===== src/rtl/vblank_update_arbiter_if.sv =====
// Update-slot handshake between the arbiter and its requesters.
//   req   : level requests, one bit per requester
//   done  : completion strobes; only the current grantee's bit matters
//   grant : one-hot (or zero) grant, registered inside the arbiter
// master = requester side, slave = arbiter side.
interface vblank_update_arbiter_if #(
  parameter int unsigned N_REQ = 4
);
  logic [N_REQ-1:0] req;
  logic [N_REQ-1:0] done;
  logic [N_REQ-1:0] grant;

  modport master (output req, output done, input grant);
  modport slave  (input req, input done, output grant);
endinterface


===== src/rtl/vblank_update_arbiter.sv =====
// Grants the game-logic update slot to one requester at a time, round-robin,
// only while the raster is inside the vertical-blanking update window, so
// paddle/ball/score state never changes mid-scan. Each requester is served
// at most once per frame.
// Ports:
//   clk, rst      : pixel clock, synchronous active-high reset
//   counter_x/_y  : raster position from the sync generator
//   bus (slave)   : req / done in, grant out
//   err_clr       : clears sticky timeout flags
//   window_open   : registered window condition
//   frame_tick    : one-cycle pulse when the window opens
//   overrun       : one-cycle pulse when window close revokes a grant
//   timeout_err   : sticky per-requester timeout flags
//   frame_count   : frames seen, wraps at 0xFFFF
module vblank_update_arbiter #(
  parameter int unsigned N_REQ     = 4,
  parameter int unsigned WIN_START = 480,
  parameter int unsigned WIN_END   = 510,
  parameter int unsigned TIMEOUT   = 4096,
  parameter int unsigned TO_W      = 13
) (
  input  logic                  clk,
  input  logic                  rst,
  input  logic [9:0]            counter_x,
  input  logic [8:0]            counter_y,
  vblank_update_arbiter_if.slave bus,
  input  logic                  err_clr,
  output logic                  window_open,
  output logic                  frame_tick,
  output logic                  overrun,
  output logic [N_REQ-1:0]      timeout_err,
  output logic [15:0]           frame_count
);
  localparam int unsigned IDX_W = (N_REQ > 1) ? $clog2(N_REQ) : 1;

  typedef enum logic [1:0] {IDLE, ARB, GRANT, GUARD} state_t;

  state_t             state;
  logic [N_REQ-1:0]   grantQ;
  logic [N_REQ-1:0]   served;
  logic [IDX_W-1:0]   rrPtr;
  logic [IDX_W-1:0]   winner;
  logic [TO_W-1:0]    timer;

  logic               winCond;
  logic               tickCond;
  logic [N_REQ-1:0]   eligible;
  logic               pickValid;
  logic [IDX_W-1:0]   pickIdx;
  logic [IDX_W-1:0]   cand;
  logic [IDX_W-1:0]   rrNext;

  // The window is line-granular; X is carried only for interface symmetry.
  logic unusedX;
  assign unusedX = ^counter_x;

  assign bus.grant = grantQ;

  assign winCond  = (counter_y >= 9'(WIN_START)) && (counter_y <= 9'(WIN_END));
  assign tickCond = winCond && !window_open;
  assign eligible = bus.req & ~served;

  function automatic logic [IDX_W-1:0] wrapIdx(input int unsigned base, input int unsigned offs);
    int unsigned s;
    s = base + offs;
    if (s >= N_REQ) s = s - N_REQ;
    return IDX_W'(s);
  endfunction

  // Circular first-set search starting at the round-robin pointer.
  always_comb begin
    pickValid = 1'b0;
    pickIdx   = '0;
    cand      = '0;
    for (int unsigned i = 0; i < N_REQ; i++) begin
      cand = wrapIdx(32'(rrPtr), i);
      if (!pickValid && eligible[cand]) begin
        pickValid = 1'b1;
        pickIdx   = cand;
      end
    end
  end

  assign rrNext = (pickIdx == IDX_W'(N_REQ - 1)) ? '0 : pickIdx + IDX_W'(1);

  // State, grant and status registers.
  always_ff @(posedge clk) begin
    if (rst) begin
      state       <= IDLE;
      grantQ      <= '0;
      served      <= '0;
      rrPtr       <= '0;
      winner      <= '0;
      timer       <= '0;
      window_open <= 1'b0;
      frame_tick  <= 1'b0;
      overrun     <= 1'b0;
      timeout_err <= '0;
      frame_count <= '0;
    end else begin
      window_open <= winCond;
      frame_tick  <= tickCond;
      overrun     <= 1'b0;
      // A timeout set below lands after this clear, so the set wins.
      timeout_err <= timeout_err & ~{N_REQ{err_clr}};

      if (tickCond) begin
        frame_count <= frame_count + 16'd1;
        served      <= '0;
      end

      case (state)
        IDLE: begin
          grantQ <= '0;
          if (tickCond) state <= ARB;
        end

        // GUARD is the zero-grant gap after a grant; it also arbitrates so
        // consecutive grants are separated by exactly one idle cycle.
        ARB, GUARD: begin
          grantQ <= '0;
          if (!winCond) begin
            state <= IDLE;
          end else if (pickValid) begin
            grantQ          <= N_REQ'(1) << pickIdx;
            winner          <= pickIdx;
            served[pickIdx] <= 1'b1;
            rrPtr           <= rrNext;
            timer           <= '0;
            state           <= GRANT;
          end else begin
            state <= ARB;
          end
        end

        // Exit priority: done, then window close, then timeout.
        GRANT: begin
          timer <= timer + TO_W'(1);
          if (bus.done[winner]) begin
            grantQ <= '0;
            state  <= GUARD;
          end else if (!winCond) begin
            grantQ  <= '0;
            overrun <= 1'b1;
            state   <= IDLE;
          end else if (timer == TO_W'(TIMEOUT - 1)) begin
            grantQ              <= '0;
            timeout_err[winner] <= 1'b1;
            state               <= GUARD;
          end
        end

        default: begin
          grantQ <= '0;
          state  <= IDLE;
        end
      endcase
    end
  end
endmodule

===== src/flat_wrapper.sv =====
// flat-port wrapper written by rule: the top's interface ports become plain ports
module vblank_update_arbiter_flat 
#(
  parameter int unsigned N_REQ     = 4,
  parameter int unsigned WIN_START = 480,
  parameter int unsigned WIN_END   = 510,
  parameter int unsigned TIMEOUT   = 4096,
  parameter int unsigned TO_W      = 13
)
  (clk, rst, counter_x, counter_y, err_clr, window_open, frame_tick, overrun, timeout_err, frame_count, bus_req, bus_done, bus_grant);
  vblank_update_arbiter_if #(.N_REQ(N_REQ)) bus_i ();
  input  logic clk;
  input  logic rst;
  input  logic [9:0] counter_x;
  input  logic [8:0] counter_y;
  input  logic err_clr;
  output logic window_open;
  output logic frame_tick;
  output logic overrun;
  output logic [N_REQ-1:0] timeout_err;
  output logic [15:0] frame_count;
  input wire logic [$bits(bus_i.req)-1:0] bus_req;
  input wire logic [$bits(bus_i.done)-1:0] bus_done;
  output wire logic [$bits(bus_i.grant)-1:0] bus_grant;
  assign bus_i.req = bus_req;
  assign bus_i.done = bus_done;
  assign bus_grant = bus_i.grant;
  vblank_update_arbiter #(.N_REQ(N_REQ), .WIN_START(WIN_START), .WIN_END(WIN_END), .TIMEOUT(TIMEOUT), .TO_W(TO_W)) u_core (.clk(clk), .rst(rst), .counter_x(counter_x), .counter_y(counter_y), .bus(bus_i), .err_clr(err_clr), .window_open(window_open), .frame_tick(frame_tick), .overrun(overrun), .timeout_err(timeout_err), .frame_count(frame_count));
endmodule

===== config.mk =====
export PLATFORM = sky130hd
export DESIGN_NAME = vblank_update_arbiter_flat
export DESIGN_NICKNAME = d
export VERILOG_FILES = /design/src/rtl/vblank_update_arbiter_if.sv /design/src/rtl/vblank_update_arbiter.sv /design/src/flat_wrapper.sv
export SDC_FILE = /design/constraint.sdc
export NUM_CORES = 1
export LEC_CHECK = 0
export ABC_AREA = 1
export BUFFER_PORTS_ARGS = -buffer_cell sky130_fd_sc_hd__clkbuf_2
export CELL_PAD_IN_SITES_DETAIL_PLACEMENT = 0
export CELL_PAD_IN_SITES_GLOBAL_PLACEMENT = 1
export CORE_UTILIZATION = 42
export DETAILED_ROUTE_END_ITERATION = 8
export PLACE_DENSITY = 0.88
export SYNTH_ARGS = -nofsm -noshare
export SYNTH_HDL_FRONTEND = slang
export SYNTH_SLANG_ARGS = --single-unit

===== constraint.sdc =====
create_clock -name clk -period 5.3 [get_ports clk]
set_input_delay 1.06 -clock clk [delete_from_list [all_inputs] [get_ports clk]]
set_output_delay 1.06 -clock clk [all_outputs]
set_load 0.01 [all_outputs]

; Word level (Yosys, flattened, before mapping)
; Cells that the tools add are included.
[op_classes]
div_mod_pow = 0
n_lt_le_gt_ge = 14
n_reduce_logical = 18
add_sub_neg = 10
mul = 0
bitwise_logic = 7
shifts = 1
eq_ne = 9
n_mux = 53
[op_table]
columns = op, count
row1 = 2-to-1 mux 4 bit, 14
row2 = 2-to-1 mux 2 bit, 15
row3 = 2-to-1 mux 13 bit, 2
row4 = case mux 13 bit (2 select lines), 1
row5 = < comparator 2 x 3 -> 1 bit (second input constant), 6
row6 = adder 16 x 1 -> 16 bit (second input constant), 1
row7 = adder 13 x 1 -> 13 bit (second input constant), 1
row8 = equality test 13 x 12 -> 1 bit (second input constant), 1
row9 = 2-to-1 mux 1 bit, 12
row10 = case mux 4 bit (3 select lines), 1
row11 = binary-select mux 1 bit (select 2 bit), 5
row12 = greater-or-equal comparator 3 bit (second input constant), 3
row13 = greater-or-equal comparator 9 bit (second input constant), 1
row14 = <= comparator 9 bit (second input constant), 1
row15 = AND 4 bit, 2
row16 = inverter 4 bit, 2
row17 = OR 4 bit, 2
row18 = subtractor 2 x 1 -> 2 bit (second input constant), 4
row19 = logical AND 1 bit, 7
row20 = adder 2 x 2 -> 3 bit (second input constant), 2
row21 = equality test 2 bit (second input constant), 3
row22 = != test 2 x 1 -> 1 bit (second input constant), 3
row23 = case mux 2 bit (3 select lines), 1
row24 = AND reduction 3 bit, 2
row25 = 15 further kinds, 20
[totals]
latchBits = 0
mem_bits_ro = 0
inputBits = 30
regBits = 50
ramBits = 0
n_memories = 0
elab_cells = 123

; Logic depth before layout (Yosys ltp)
[depth]
depth_word = 22
mapped_depth = 15
mapped_depth_nobuf = 14

; Worst setup path after synthesis
; No wires, ideal clock.
[synth_timing]
path_kind = input to register
from = in bus_req[3]
to = reg u_core.rrPtr[1]
path_buffers = 0
stages = 10
path_slack_ps = 2935
t_arrival_ps = 2251
setup_ps = 113
path_cell_list = nand3_1 > nand3_1 > nand2_2 > nand3_1 > or2_0 > nand2_1 > inv_1 > ha_1 > o21ai_1 > nor2_1
[synth_between]
elab_chain_len = 15
[synth_lines]
columns = item, line_no
row1 = from (decl), flat_wrapper.sv:22  ; input wire logic [$bits(bus_i.req)-1:0] bus_req;
row2 = AND 4 bit (*), vblank_update_arbiter.sv:61  ; assign eligible = bus.req & ~served;
row3 = binary-select mux 1 bit (select 2 bit), vblank_update_arbiter.sv:77  ; if (!pickValid && eligible[cand]) begin
row4 = 2-to-1 mux 1 bit (not written as such), vblank_update_arbiter.sv:77
row5 = 2-to-1 mux 1 bit, vblank_update_arbiter.sv:77
row6 = zero test 1 bit, vblank_update_arbiter.sv:77
row7 = logical AND 1 bit, vblank_update_arbiter.sv:77
row8 = 2-to-1 mux 1 bit, vblank_update_arbiter.sv:77
row9 = zero test 1 bit, vblank_update_arbiter.sv:77
row10 = logical AND 1 bit, vblank_update_arbiter.sv:77
row11 = 2-to-1 mux 1 bit, vblank_update_arbiter.sv:77
row12 = zero test 1 bit, vblank_update_arbiter.sv:77
row13 = logical AND 1 bit, vblank_update_arbiter.sv:77
row14 = 2-to-1 mux 2 bit (*), vblank_update_arbiter.sv:77
row15 = via u_core.pickIdx[1], vblank_update_arbiter.sv:49  ; logic [IDX_W-1:0] pickIdx;
row16 = adder 2 x 1 -> 2 bit / equality test 2 bit (equally long branches), vblank_update_arbiter.sv:84  ; assign rrNext = (pickIdx == IDX_W'(N_REQ - 1)) ? '0 : pickIdx + IDX_W'(1);
row17 = 2-to-1 mux 2 bit (*), vblank_update_arbiter.sv:84
row18 = via u_core.rrNext[1], vblank_update_arbiter.sv:51  ; logic [IDX_W-1:0] rrNext;
row19 = to (signal assigned), vblank_update_arbiter.sv:128  ; rrPtr <= rrNext;
row20 = to (decl), vblank_update_arbiter.sv:41  ; logic [IDX_W-1:0] rrPtr;
; Mark *: on every way through the listed nets, which the timed path passes. The rest lies on a longest branch. The select of a mux whose other input is x is not followed.
; A chain may end at the register's enable or synchronous reset.

; Worst setup path after layout
[layout_timing]
from = in bus_req[1]
to = reg u_core.rrPtr[1]
; The elaborated chain is that of the path after synthesis.

==> summary.json <==
{
  "run_status": {
    "run_status": "finished with violations",
    "violations": "design-rule violations"
  },
  "power_and_ir_drop": {
    "clockPowerShare_pct": 35.6,
    "internal_power_w": 0.0004967,
    "power_spent_charging_and_discharging_nets_w": 0.0001587,
    "switching_share_pct": 24.21,
    "pwr_density_cell_mw_per_mm2": 203.6,
    "vdd.ir_drop.worst_mv": 0.1599,
    "p_leak_nw": 1.291,
    "p_seq_share_pct": 57.7,
    "comb_power_share_pct": 6.7
  },
  "routing": {
    "detail_route.drc_violations": 5,
    "post_drt_wl_per_cell_um": 12.27,
    "detail-route-antenna-nets": 0,
    "detailedRoute.firstPassIterationCount": 7,
    "drt-total-wl_um": 6591,
    "route.vias.total": 2768,
    "drtIter0Drc": 160,
    "post_dr_vias_cell": 5.155
  },
  "placed_design": {
    "gp_congestion": 0.8453,
    "dp_hpwl_um": 4805,
    "place_inst": 529,
    "io_buffers": 46
  },
  "timing": {
    "finalHoldWorstSlack_ns": 0.4696,
    "hold_viol": 0,
    "fmax_mhz": 426.1,
    "finalWorstPathRequiredPeriod_ns": 2.347,
    "finalSetupViolations": 0,
    "grt_setup_unrepaired": "false",
    "worst_slew_pin_slew_ns": 0.8555,
    "timing.setup.tns_ns": 0,
    "skew_ns": 0.01332,
    "maxSlewHeadroom_pct": 42.75,
    "timing_max_transition_violations_final": 0,
    "layout_worst_path_cycle_share_pct": 44.28
  },
  "critical_path": {
    "required_ns": 5.50,
    "endpoint_kind": "flip-flop",
    "reg2reg_depth": 7,
    "timing.reg2reg.setup_slack_ns": 2.96,
    "crit-reg2reg-capture": "u_core.bus.grant[0]$_SDFFE_PP0P_",
    "crit_path_end": "u_core.rrPtr[1]$_SDFFE_PP0P_",
    "crit_arrival_ns": 2.54,
    "setup.worst_path.class": "in2reg",
    "reg2reg_from": "u_core.state[1]$_SDFFE_PP0P_",
    "path_max_fanout": 4,
    "critPathLaunch": "bus_req[1]",
    "critPathLaunchType": "input port"
  },
  "worst_hold_path": {
    "timing.hold.worst.start": "u_core.timeout_err[3]$_SDFF_PP0_",
    "worst_hold_path_type": "reg2reg"
  },
  "clock_network": {
    "ctsHoldBuffers": 0,
    "path_clk_slew_ns": 0.10,
    "cts_setup_buffers": 0,
    "cts_tree": "built",
    "numCtsBuffers": 5,
    "cts_resized": 0,
    "clock-sinks": 50,
    "cts.htree.levels": 2,
    "clockRootBuffer": "clkbuf_8",
    "clk_latency_ns": 0.31,
    "max-clock-path-buffers": 2
  },
  "global_routing": {
    "global_route.overflow_total": 0,
    "grt_first_pass_wirelength_um": 11370,
    "global_router_s_overall_resource_usage_pct": 19.27,
    "pin_count_of_the_biggest_net_entering_global_routing": 35,
    "vias_in_the_first_global_route": 2536,
    "grt_antenna_before_repair": 0
  },
  "synthesis": {
    "synth.avg_cell_area_um2": 6.888,
    "synth.ff_latch_count": 50,
    "synth_warnings": 0,
    "ys_types": 35,
    "synth_net_count": 454,
    "synthTopCellsByArea": "dfxtp_1, nand2_1, nand3_1",
    "post_synth_instance_area_mm2": 0.002879,
    "synthCells": 418,
    "yosysSeqAreaShare_pct": 34.77,
    "netlist.top_cell.by_area": "dfxtp_1",
    "synthDominantCellAreaShare_pct": 34.77
  },
  "layout": {
    "final_layout_size_suffix_gt1_share_pct": 20.87,
    "final_util_pct": 49.55,
    "antenna-diode-count": 0,
    "fillerInstances": 687,
    "layout.cells.most_common": "nand2_1",
    "final_cells": 537,
    "synth_to_layout_area_growth_pct": 11.78,
    "layout.nets": 495,
    "mostFrequentLayoutCells": "nand2_1, dfxtp_1, inv_1"
  },
  "die": {
    "initial_core_util_pct": 44.33,
    "core_footprint_mm2": 0.006495,
    "floorplan.die.width_um": 84.80,
    "die_area_mm2": 0.007190,
    "placementRows": 29,
    "design.portCount": 57,
    "die-height_um": 84.80
  },
  "job": {
    "maxCapViolCount": 0
  }
}
-- state kept, by name, summed over array words and instances, names as in the netlist, 2 cells and up --
signal and count:
u_core.frame_count 16, u_core.timer 13, u_core.bus.grant 4, u_core.served 4, u_core.timeout_err 4, u_core.rrPtr 2
u_core.state 2, u_core.winner 2
-- cells by family (layout without fill, tap and decap cells) --
group / after synthesis / count (layout) / synth area share [%]
flops: 50 / 50 / 34.77
compound gates: 68 / 68 / 13.21
simple gates: 225 / 225 / 37.72
fa+ha+maj: 6 / 6 / 2.607
xor+xnor: 5 / 5 / 1.521
buf+inv: 64 / 106 / 10.17
-- Yosys cell counts, drive strengths merged --
library cell  number
nand2            109
nand3             55
inv               52
dfxtp             50
a21oi             42
nor2              35
o21ai             20
nor3              12
nand4              9
buf                6
clkbuf             6
ha                 6
xor2               5
a31oi              3
nor4               2
a31o               1
a41oi              1
and2               1
nor3b              1
o21a               1
or2                1
-- layout make-up --
| class | count | area, um^2 | area share, % |
|---|---|---|---|
| well taps | 77 | 96.34 | 2.994 |
| multi-input cells | 304 | 1585 | 49.26 |
| clock buffers | 6 | 82.58 | 2.566 |
| flip-flops and latches | 50 | 1001 | 31.10 |
| repair buffers | 46 | 230.2 | 7.154 |
| clock inverters | 2 | 12.51 | 0.3888 |
| inverters | 52 | 210.2 | 6.532 |
-- worst min path at each step --
stage	endpoint	cells past startpoint
4_1_cts	u_core.served[1]$_SDFF_PP0_	2
6_report	u_core.timeout_err[3]$_SDFF_PP0_	2
2_1_floorplan	u_core.served[0]$_SDFF_PP0_	2
5_1_grt	u_core.served[1]$_SDFF_PP0_	2
3_5_place_dp	u_core.timeout_err[3]$_SDFF_PP0_	2
3_3_place_gp	u_core.timeout_err[3]$_SDFF_PP0_	2
-- critical path, cell delays in order --
cell	delay [ns]
clkbuf_2	0.10
nand3_1	0.12
nand3_1	0.10
nand2_1	0.15
nand3_1	0.10
or2_0	0.20
nand2_1	0.15
inv_1	0.09
ha_1	0.29
o21ai_1	0.13
nor2_1	0.06
-- routing by layer --
layer	track usage (%)	up-vias	wire (um)
met5	0	-	0
met4	4.777	0	59
met3	3.048	7	264
met2	31.78	59	2904
met1	26.36	1253	3362
li1	-	1449	-
-- power by group through the flow --
stage               Sequential [W]  Combinational [W]  Clock (W)
finish                    0.000378          0.0000442   0.000233
global route              0.000378          0.0000510   0.000252
CTS                       0.000378          0.0000446   0.000239
detailed placement        0.000387          0.0000443          0
global placement          0.000387          0.0000437          0
floorplan                 0.000387          0.0000296          0
-- metrics by stage --
stage | area [um^2] | power [W] | worst slack (ns)
6_report | 3218 | 0.0006554 | 2.953
5_1_grt | 3218 | 0.0006811 | 2.706
4_1_cts | 3218 | 0.0006619 | 2.928
3_5_place_dp | 3123 | 0.0004311 | 2.606
3_3_place_gp | 3123 | 0.0004305 | 2.612
2_1_floorplan | 2879 | 0.0004164 | 2.935
Power figures use the tool's default switching activity.
